## config.mk

```make
export PLATFORM = sky130hd
export DESIGN_NAME = axis_id_unpacker
export DESIGN_NICKNAME = d
export VERILOG_FILES = /design/src/rtl/axis_id_unpacker_pkg.sv /design/src/rtl/axis_skid_slice.sv /design/src/rtl/axis_id_unpacker.sv
export SDC_FILE = /design/constraint.sdc
export NUM_CORES = 1
export LEC_CHECK = 0
export CORE_MARGIN = 2
export CORE_UTILIZATION = 30
export DETAILED_ROUTE_END_ITERATION = 16
export GPL_ROUTABILITY_DRIVEN = 0
export PLACE_DENSITY_LB_ADDON = 0.15
export SETUP_SLACK_MARGIN = 0.05
export SYNTH_ARGS = -nofsm -noshare
export SYNTH_HDL_FRONTEND = slang
export SYNTH_SLANG_ARGS = --single-unit
```

## constraint.sdc

```tcl
create_clock -name clk -period 11.4 [get_ports clk]
set_input_delay 1.71 -clock clk [delete_from_list [all_inputs] [get_ports clk]]
set_output_delay 1.71 -clock clk [all_outputs]
set_load 0.03 [all_outputs]
```

## src/rtl/axis_id_unpacker_pkg.sv

```systemverilog
// ----------------------------------------------------------------------------
// axis_id_unpacker_pkg
// Shared definitions for the TUSER {tid, tkeep} unpacking path.
//  - TUSER field layout (tkeep in the low bits, tid directly above it).
//    This layout must stay identical to the one used by the packing side,
//    otherwise tid and tkeep come back scrambled.
//  - Framing tracker state type used by the unpacker top.
// ----------------------------------------------------------------------------
package axis_id_unpacker_pkg;

    // tkeep occupies TUSER[KEEP_WIDTH-1:0]
    localparam int KEEP_LSB = 0;

    // tid sits immediately above tkeep, so its LSB equals the keep width
    function automatic int tid_lsb(input int keep_width);
        return keep_width;
    endfunction

    // Open/closed packet state of the input-side framing checker
    typedef enum logic {
        FRAME_IDLE   = 1'b0,
        FRAME_IN_PKT = 1'b1
    } frame_state_t;

endpackage

```

## src/rtl/axis_skid_slice.sv

```systemverilog
// ----------------------------------------------------------------------------
// axis_skid_slice
// Generic two-entry AXI-Stream register slice (main register M + skid S).
// Fully registered in both directions: s_ready comes straight from a flop,
// so the upstream ready path is cut. Sustains one beat per cycle while the
// downstream is ready; one beat of latency from input accept to s->m.
// Ports:
//  clk, reset       rising-edge clock, asynchronous active-high reset
//  s_data/s_valid   input payload and valid
//  s_ready          input ready (registered, low while S holds a beat)
//  m_data/m_valid   output payload and valid (held steady while stalled)
//  m_ready          output ready
// ----------------------------------------------------------------------------
module axis_skid_slice #(
    parameter int WIDTH = 75
) (
    input  logic             clk,
    input  logic             reset,
    input  logic [WIDTH-1:0] s_data,
    input  logic             s_valid,
    output logic             s_ready,
    output logic [WIDTH-1:0] m_data,
    output logic             m_valid,
    input  logic             m_ready
);

    logic [WIDTH-1:0] main_data;
    logic             main_valid;
    logic [WIDTH-1:0] skid_data;
    logic             skid_valid;
    logic             skid_valid_next;
    logic             ready_q;
    logic             s_accept;
    logic             main_free;

    assign s_accept  = s_valid & ready_q;
    // M can take a new beat when it is empty or is being drained this cycle
    assign main_free = !main_valid | m_ready;

    // S empties whenever M is free (its beat moves up); it only fills when
    // a beat arrives while M is stalled. Input is never accepted while S is
    // full, so the two cases cannot collide.
    always_comb begin
        skid_valid_next = skid_valid;
        if (main_free) begin
            skid_valid_next = 1'b0;
        end else if (s_accept) begin
            skid_valid_next = 1'b1;
        end
    end

    // Register update; ready is the registered inverse of next-cycle S.valid
    always_ff @(posedge clk or posedge reset) begin
        if (reset) begin
            main_data  <= '0;
            main_valid <= 1'b0;
            skid_data  <= '0;
            skid_valid <= 1'b0;
            ready_q    <= 1'b0;
        end else begin
            if (main_free) begin
                if (skid_valid) begin
                    main_data  <= skid_data;
                    main_valid <= 1'b1;
                end else if (s_accept) begin
                    main_data  <= s_data;
                    main_valid <= 1'b1;
                end else begin
                    main_valid <= 1'b0;
                end
            end else if (s_accept) begin
                skid_data <= s_data;
            end
            skid_valid <= skid_valid_next;
            ready_q    <= !skid_valid_next;
        end
    end

    assign s_ready = ready_q;
    assign m_data  = main_data;
    assign m_valid = main_valid;

endmodule

```

## src/rtl/axis_id_unpacker.sv

```systemverilog
// ----------------------------------------------------------------------------
// axis_id_unpacker
// Receive-side inverse of the tid/tkeep-into-tuser packing step. The incoming
// tuser is split back into tid (upper bits) and tkeep (lower bits) after a
// registered skid slice. Input framing is checked on every accepted beat and
// delivered packets are counted on the output side.
// Ports:
//  clk, reset        rising-edge clock, asynchronous active-high reset
//  s_axis_*          input stream: tdata, tuser = {tid, tkeep}, tlast, tvalid,
//                    tready (registered)
//  m_axis_*          output stream: tdata, tid, tkeep, tlast, tvalid, tready
//  err_clear         clears the sticky error flags (a same-cycle error wins)
//  err_tid_change    sticky: tid changed inside an open packet
//  err_keep          sticky: partial tkeep on a non-last beat, or empty tkeep
//                    on a last beat
//  pkt_count         wrapping count of tlast handshakes on the output side
// ----------------------------------------------------------------------------
module axis_id_unpacker
    import axis_id_unpacker_pkg::*;
#(
    parameter int DATA_WIDTH  = 64,
    parameter int TID_WIDTH   = 2,
    parameter int KEEP_WIDTH  = DATA_WIDTH / 8,
    parameter int TUSER_WIDTH = TID_WIDTH + KEEP_WIDTH,
    parameter int CNT_WIDTH   = 32
) (
    input  logic                   clk,
    input  logic                   reset,
    input  logic [DATA_WIDTH-1:0]  s_axis_tdata,
    input  logic [TUSER_WIDTH-1:0] s_axis_tuser,
    input  logic                   s_axis_tlast,
    input  logic                   s_axis_tvalid,
    output logic                   s_axis_tready,
    output logic [DATA_WIDTH-1:0]  m_axis_tdata,
    output logic [TID_WIDTH-1:0]   m_axis_tid,
    output logic [KEEP_WIDTH-1:0]  m_axis_tkeep,
    output logic                   m_axis_tlast,
    output logic                   m_axis_tvalid,
    input  logic                   m_axis_tready,
    input  logic                   err_clear,
    output logic                   err_tid_change,
    output logic                   err_keep,
    output logic [CNT_WIDTH-1:0]   pkt_count
);

    localparam int TID_LSB     = tid_lsb(KEEP_WIDTH);
    localparam int SLICE_WIDTH = DATA_WIDTH + TUSER_WIDTH + 1;

    logic [SLICE_WIDTH-1:0] slice_in;
    logic [SLICE_WIDTH-1:0] slice_out;
    logic                   s_accept;
    logic [TID_WIDTH-1:0]   in_tid;
    logic [KEEP_WIDTH-1:0]  in_keep;
    logic [TID_WIDTH-1:0]   cur_tid;
    frame_state_t           frame_state;
    frame_state_t           frame_next;
    logic                   tid_change_evt;
    logic                   keep_evt;

    // The whole beat travels through the slice untouched; the split into
    // tid/tkeep on the output side is pure bit slicing.
    assign slice_in = {s_axis_tlast, s_axis_tuser, s_axis_tdata};

    axis_skid_slice #(
        .WIDTH (SLICE_WIDTH)
    ) u_slice (
        .clk     (clk),
        .reset   (reset),
        .s_data  (slice_in),
        .s_valid (s_axis_tvalid),
        .s_ready (s_axis_tready),
        .m_data  (slice_out),
        .m_valid (m_axis_tvalid),
        .m_ready (m_axis_tready)
    );

    assign m_axis_tdata = slice_out[DATA_WIDTH-1:0];
    assign m_axis_tkeep = slice_out[DATA_WIDTH + KEEP_LSB +: KEEP_WIDTH];
    assign m_axis_tid   = slice_out[DATA_WIDTH + TID_LSB +: TID_WIDTH];
    assign m_axis_tlast = slice_out[SLICE_WIDTH-1];

    assign s_accept = s_axis_tvalid & s_axis_tready;
    assign in_tid   = s_axis_tuser[TID_LSB +: TID_WIDTH];
    assign in_keep  = s_axis_tuser[KEEP_LSB +: KEEP_WIDTH];

    // Framing state register; reset closes any open packet
    always_ff @(posedge clk or posedge reset) begin
        if (reset) begin
            frame_state <= FRAME_IDLE;
        end else begin
            frame_state <= frame_next;
        end
    end

    // Framing checks on accepted input beats. The error events only flag;
    // packet boundaries are always taken from tlast.
    always_comb begin
        frame_next     = frame_state;
        tid_change_evt = 1'b0;
        keep_evt       = 1'b0;
        if (s_accept) begin
            if (frame_state == FRAME_IN_PKT && in_tid != cur_tid) begin
                tid_change_evt = 1'b1;
            end
            if (!s_axis_tlast && in_keep != '1) begin
                keep_evt = 1'b1;
            end
            if (s_axis_tlast && in_keep == '0) begin
                keep_evt = 1'b1;
            end
            frame_next = s_axis_tlast ? FRAME_IDLE : FRAME_IN_PKT;
        end
    end

    // The packet's tid is latched on its first beat only
    always_ff @(posedge clk or posedge reset) begin
        if (reset) begin
            cur_tid <= '0;
        end else if (s_accept && frame_state == FRAME_IDLE) begin
            cur_tid <= in_tid;
        end
    end

    // Sticky error flags; a new event in the clearing cycle takes priority
    always_ff @(posedge clk or posedge reset) begin
        if (reset) begin
            err_tid_change <= 1'b0;
            err_keep       <= 1'b0;
        end else begin
            if (tid_change_evt) begin
                err_tid_change <= 1'b1;
            end else if (err_clear) begin
                err_tid_change <= 1'b0;
            end
            if (keep_evt) begin
                err_keep <= 1'b1;
            end else if (err_clear) begin
                err_keep <= 1'b0;
            end
        end
    end

    // Delivered-packet counter, free-running and wrapping
    always_ff @(posedge clk or posedge reset) begin
        if (reset) begin
            pkt_count <= '0;
        end else if (m_axis_tvalid && m_axis_tready && m_axis_tlast) begin
            pkt_count <= pkt_count + CNT_WIDTH'(1);
        end
    end

endmodule

```

==> results of run 1 <==
## cells in the mapped netlist
cell type,n,share of area
inv_1,6,0.0028
o41ai_1,1,0.0011
ha_1,1,0.0016
nor2_1,5,0.0023
a32o_1,2,0.0025
xnor2_1,25,0.027
and2_1,3,0.0023
o21ai_0,78,0.048
or2b_2,1,0.0011
xor2_1,8,0.0087
nor4_4,1,0.0026
and3_2,1,0.00093
nand3_1,10,0.0062
dfrtp_1,190,0.59
and4_1,2,0.0022
buf_4,15,0.014
or3_4,1,0.0014
mux2i_1,75,0.093
mux2_2,78,0.11
and2b_2,1,0.0011
clkbuf_1,12,0.0056
and3_1,9,0.0070
nand2_1,88,0.041
nand4_1,13,0.010
nor3_1,6,0.0037
nand4_4,2,0.0053
or4_1,1,0.00093
nor4_1,1,0.00078
buf_2,8,0.0050
nor4_2,1,0.0016
o21ai_1,1,0.00062
clkbuf_2,2,0.0012
## worst max-delay path by stage
stage | to | slack [ns] | cells after the start
floorplan | cur_tid[0] | 4.52 | 1
global route | u_slice.m_data[46] | 6.94 | 5
CTS | u_slice.m_data[46] | 7.11 | 5
detailed placement | u_slice.m_data[46] | 6.64 | 5
global placement | u_slice.m_data[31] | 6.76 | 5
finish | u_slice.m_data[46] | 7.19 | 5
## sequential cells by signal, summed over array words and instances, names as in the netlist
register and count:
u_slice.m_data 75, u_slice.skid_data 75, pkt_count 32, cur_tid 2, err_keep 1, err_tid_change 1
frame_state 1, u_slice.m_valid 1, u_slice.s_ready 1, u_slice.skid_valid 1
## kinds of logic after synthesis
group / synth area share
mux: 0.202
flops: 0.589
xor+xnor: 0.0358
fa+ha+maj: 0.00155
simple gates: 0.0904
compound gates: 0.0526
buf+inv: 0.0285
## critical path, delay by kind of cell
family,cells,cell delay (ns)
buffers and inverters,2,1.24
AO/OA/AOI/OAI,2,1.11
AND/OR/NAND/NOR,1,0.26
## cells in the final DEF, fill, tap and decap left out, types with 4 or more instances in the layout
master / count
and3_1: 9
nor2_1: 5
nor3_1: 5
nand3_1: 10
nand4_1: 13
clkinv_4: 5
inv_8: 5
nand2_1: 87
mux2_2: 78
inv_1: 5
clkdlybuf4s50_1: 190
buf_4: 4
dfrtp_1: 189
o21ai_0: 78
mux2i_1: 75
xnor2_1: 25
clkbuf_16: 17
xor2_1: 8
## power by group
| part | internal (mW) | switching [mW] |
|---|---|---|
| Clock | 0.301 | 0.287 |
| Sequential | 0.837 | 0.0946 |
| Combinational | 0.291 | 0.346 |
## final cells by class
class	instances	share of cell area
sequential	190	0.439
inverter	6	0.00277
multi-input combinational	415	0.287
clock inverter	13	0.0111
tap	341	0.0394
clock buffer	19	0.0418
timing repair buffer	194	0.178
## stage by stage
stage          setup slack, ns  instance area (µm²)
6_report                  7.19                10800
3_3_place_gp              6.76                10300
2_1_floorplan             4.52                 8070
5_1_grt                   6.94                10800
4_1_cts                   7.11                10800
3_5_place_dp              6.64                10300
## per-layer routing
layer  global-route usage  up-vias
met3               0.0552       15
met5                    0        -
met2                0.211      122
met1                0.184     2608
li1                     -     2610
met4               0.0306        0
==> flow_metrics.env, run 1 <==
export IMPL_status="complete, no violations"
export IMPL_synth_nets=729
export IMPL_vias=5355
export IMPL_antenna_cells=0
export IMPL_synth_distinct_cells=32
export IMPL_setup_viol=0
export IMPL_tightest_slew_ns=1.09
export IMPL_drt_wl_total_um=19000
export IMPL_reg2reg_from="u_slice.skid_valid"
export IMPL_required_ns=11.66
export IMPL_mappedNetlistArea_um2=8070
export IMPL_fin_crit_ns=4.21
export IMPL_hold_class="reg2reg"
export IMPL_setup_tns_ns=0
export IMPL_critPathSlowestCell="o21ai_4"
export IMPL_critPathMaxFanout=106
export IMPL_layout_cells_non_filler=1178
export IMPL_cts_sinks=190
export IMPL_cellLeakagePower_nw=4.54
export IMPL_grt_usage=0.138
export IMPL_max_cap_violations=0
export IMPL_grt_ovfl_total=0
export IMPL_die_x_um=168
export IMPL_rows=60
export IMPL_clockBufferDepth=2
export IMPL_io_buffers=190
export IMPL_dr_wl_met2_um=8460
export IMPL_path_clk_slew_ns=0.07
export IMPL_cts_tree="done"
export IMPL_dieArea_um2=28200
export IMPL_grt_first_pass_wirelength_um=30400
export IMPL_dr_pass1_iters=4
export IMPL_seqCellArea_um2=4760
export IMPL_drive_gt1_frac=0.152
export IMPL_drtAntennaViolNets=0
export IMPL_cp_end_kind="register"
export IMPL_crit_start="s_axis_tvalid"
export IMPL_drt_met1_wl_um=8970
export IMPL_powerDensity_nw_per_um2=199
export IMPL_die_height_um=168
export IMPL_hpwl_um=12300
export IMPL_post_cts_resized=0
export IMPL_slew_violations=0
export IMPL_drt_iter0_markers=357
export IMPL_multiInputGateArea_um2=3110
export IMPL_start_util=0.303
export IMPL_cts_root_buffer="clkbuf_16"
export IMPL_crit_path_max_incr_delay_ns=0.86
export IMPL_cp_start_kind="primary input"
export IMPL_syn2layout_area_growth_pct=34.2
export IMPL_peakVddDrop_v=0.0000814
export IMPL_criticalPathCategory="in2reg"
export IMPL_grt_max_degree=115
export IMPL_fill_cells=2580
export IMPL_post_place_cells=1146
export IMPL_ys_seq_area_frac=0.589
export IMPL_drcViolationCount=0
export IMPL_finalCritPeriodShare=0.369
export IMPL_cts_hold_buf=0
export IMPL_clock_latency_ns=0.43
export IMPL_first_global_vias=5396
export IMPL_dr_wl_met3_um=1420
export IMPL_highest_layer="met4"
export IMPL_r2r_end="u_slice.m_data[46]"
export IMPL_finClkSkew_ns=0.0161
export IMPL_utilization=0.406
export IMPL_totalPowerFinal_mw=2.16
export IMPL_min_path_cells=2
export IMPL_hold_viol=0
export IMPL_cts_setup_buffers=0
export IMPL_vias_per_cell=4.55
export IMPL_wl_per_cell_um=16.1
export IMPL_rsz0062_at_grt="no"
export IMPL_layout_nets=905
export IMPL_antenna_found_initial=0
export IMPL_io_pins=191
export IMPL_crit_chain="clkdlybuf4s50_1 > and2_1 > o21ai_4 > buf_4 > o21ai_0"
export IMPL_r2r_setup_slack_ns=8.44
export IMPL_whs_ns=0.478
export IMPL_worstHoldEndpoint="u_slice.m_data[24]"
export IMPL_hold_start="u_slice.m_data[24]"
export IMPL_syn_area_per_cell_um2=12.5
export IMPL_numCtsBuffers=17
export IMPL_relSlewSlack=0.271
export IMPL_reg2reg_depth=3
export IMPL_h_tree_depth=4
export IMPL_cp_arrival_ns=4.47
export IMPL_syn_inst=648
export IMPL_fmax_mhz=238
export IMPL_core_um2=26700
export IMPL_yosys_register_bits=190
export IMPL_yosysWarnings=0
No activity file was read; power rests on OpenSTA's default activity.
==> inputs of run 2 (changes only) <==
==> constraint.sdc (replaced) <==
create_clock -name clk -period 3.75 [get_ports clk]
set_input_delay 0.5625 -clock clk [delete_from_list [all_inputs] [get_ports clk]]
set_output_delay 0.5625 -clock clk [all_outputs]
set_load 0.03 [all_outputs]
==> flow_metrics.env, run 2 (synthesized netlist as in run 1, its figures left out) <==
export IMPL_status="complete, no violations"
export IMPL_start_util=0.303
export IMPL_highest_layer="met5"
export IMPL_drt_met1_wl_um=8970
export IMPL_antenna_cells=0
export IMPL_p_clk_frac=0.274
export IMPL_final_common_cell="clkdlybuf4s50_1"
export IMPL_fmax_mhz=451
export IMPL_hold_viol=0
export IMPL_cp_end_kind="output port"
export IMPL_cts_setup_buffers=0
export IMPL_rows=60
export IMPL_clock_latency_ns=0.43
export IMPL_crit_path_max_incr_delay_ns=0.75
export IMPL_peakVddDrop_v=0.000250
export IMPL_numCtsBuffers=17
export IMPL_dr_wl_met2_um=8670
export IMPL_whs_ns=0.443
export IMPL_fin_crit_ns=2.21
export IMPL_rsz0062_at_grt="no"
export IMPL_p_switching_mw=2.25
export IMPL_post_cts_resized=0
export IMPL_h_tree_depth=4
export IMPL_cts_hold_buf=0
export IMPL_hold_class="in2async"
export IMPL_io_buffers=190
export IMPL_grt_ovfl_total=0
export IMPL_critPathSlowestCell="clkdlybuf4s50_1"
export IMPL_comb_power_share=0.292
export IMPL_cp_start_kind="register"
export IMPL_slew_violations=0
export IMPL_p_seq_frac=0.434
export IMPL_layout_cells_non_filler=1186
export IMPL_dr_wl_met3_um=1240
export IMPL_core_um2=26700
export IMPL_grt_usage=0.139
export IMPL_drcViolationCount=0
export IMPL_setup_tns_ns=0
export IMPL_cts_root_buffer="clkbuf_16"
export IMPL_finClkSkew_ns=0.0150
export IMPL_totalPowerFinal_mw=6.58
export IMPL_p_sw_frac=0.342
export IMPL_path_clk_slew_ns=0.08
export IMPL_drt_wl_total_um=19000
export IMPL_fill_cells=2563
export IMPL_antenna_found_initial=1
export IMPL_vias=5390
export IMPL_max_cap_violations=0
export IMPL_drive_gt1_frac=0.157
export IMPL_crit_chain="clkdlybuf4s50_1"
export IMPL_criticalPathCategory="reg2out"
export IMPL_drt_iter0_markers=257
export IMPL_required_ns=3.19
export IMPL_io_pins=191
export IMPL_die_x_um=168
export IMPL_dr_pass1_iters=4
export IMPL_setup_viol=0
export IMPL_critPathMaxFanout=6
export IMPL_clockBufferDepth=2
export IMPL_relSlewSlack=0.540
export IMPL_finalCritPeriodShare=0.591
export IMPL_grt_max_degree=113
export IMPL_layout_nets=913
export IMPL_cts_sinks=190
export IMPL_hpwl_um=12700
export IMPL_drtAntennaViolNets=0
export IMPL_grt_first_pass_wirelength_um=31000
export IMPL_cp_top_family="buffers and inverters"
export IMPL_path_buf_inv=1
export IMPL_vias_per_cell=4.54
export IMPL_cp_arrival_ns=1.65
export IMPL_post_place_cells=1154
export IMPL_syn2layout_area_growth_pct=35.2
export IMPL_layout_common_cells="clkdlybuf4s50_1 (190), dfrtp_1 (189), nand2_1 (87), o21ai_0 (78), mux2_2 (78)"
export IMPL_wl_per_cell_um=16.0
export IMPL_dieArea_um2=28200
export IMPL_first_global_vias=5548
export IMPL_p_int_mw=4.33
export IMPL_die_height_um=168
export IMPL_cellLeakagePower_nw=4.58
export IMPL_powerDensity_nw_per_um2=604
export IMPL_cts_tree="done"
export IMPL_tightest_slew_ns=0.690
## run 2: stage by stage
stage	instance area [µm²]	util	worst slack, ns
after global placement	10300	0.388	1.13
final	10900	0.409	1.54
after CTS	10900	0.409	1.47
after floorplan	8070	-	0.739
after global routing	10900	0.409	1.44
after detailed placement	10300	0.388	1.12
## run 2: worst paths after layout
check,startpoint,end,slack [ns],cells after the start
max,u_slice.m_valid,m_axis_tvalid,1.54,1
min,reset,u_slice.m_data[72],0.44,2
max reg2reg,u_slice.skid_valid,u_slice.m_data[72],1.77,3
min reg2reg,pkt_count[31],pkt_count[31],0.47,1
max in group asynchronous,reset,u_slice.skid_data[0],2.37,3
min in group clk,pkt_count[31],pkt_count[31],0.47,1
## run 2: layout make-up
type	instances	area [µm²]	area share
Sequential cell	190	4760	0.436
Multi-Input combinational cell	415	3100	0.284
Timing Repair Buffer	202	2020	0.185
Clock buffer	18	429	0.0393
Tap cell	341	427	0.0391
Clock inverter	14	148	0.0135
Inverter	6	26.3	0.00241
## run 2: metal layers
layer  vias up  track usage
met3        11       0.0487
met4         2       0.0318
met2       123        0.214
li1       2614            -
met1      2640        0.190
met5         -            0
## run 2: power groups by stage
stage,combinational (mW),sequential [mW],clock (mW)
after CTS,1.96,2.86,1.88
after global placement,1.94,2.90,0
after global routing,2.08,2.93,1.95
after detailed placement,1.96,2.90,0
final,1.92,2.86,1.80
after floorplan,0.673,3.34,0
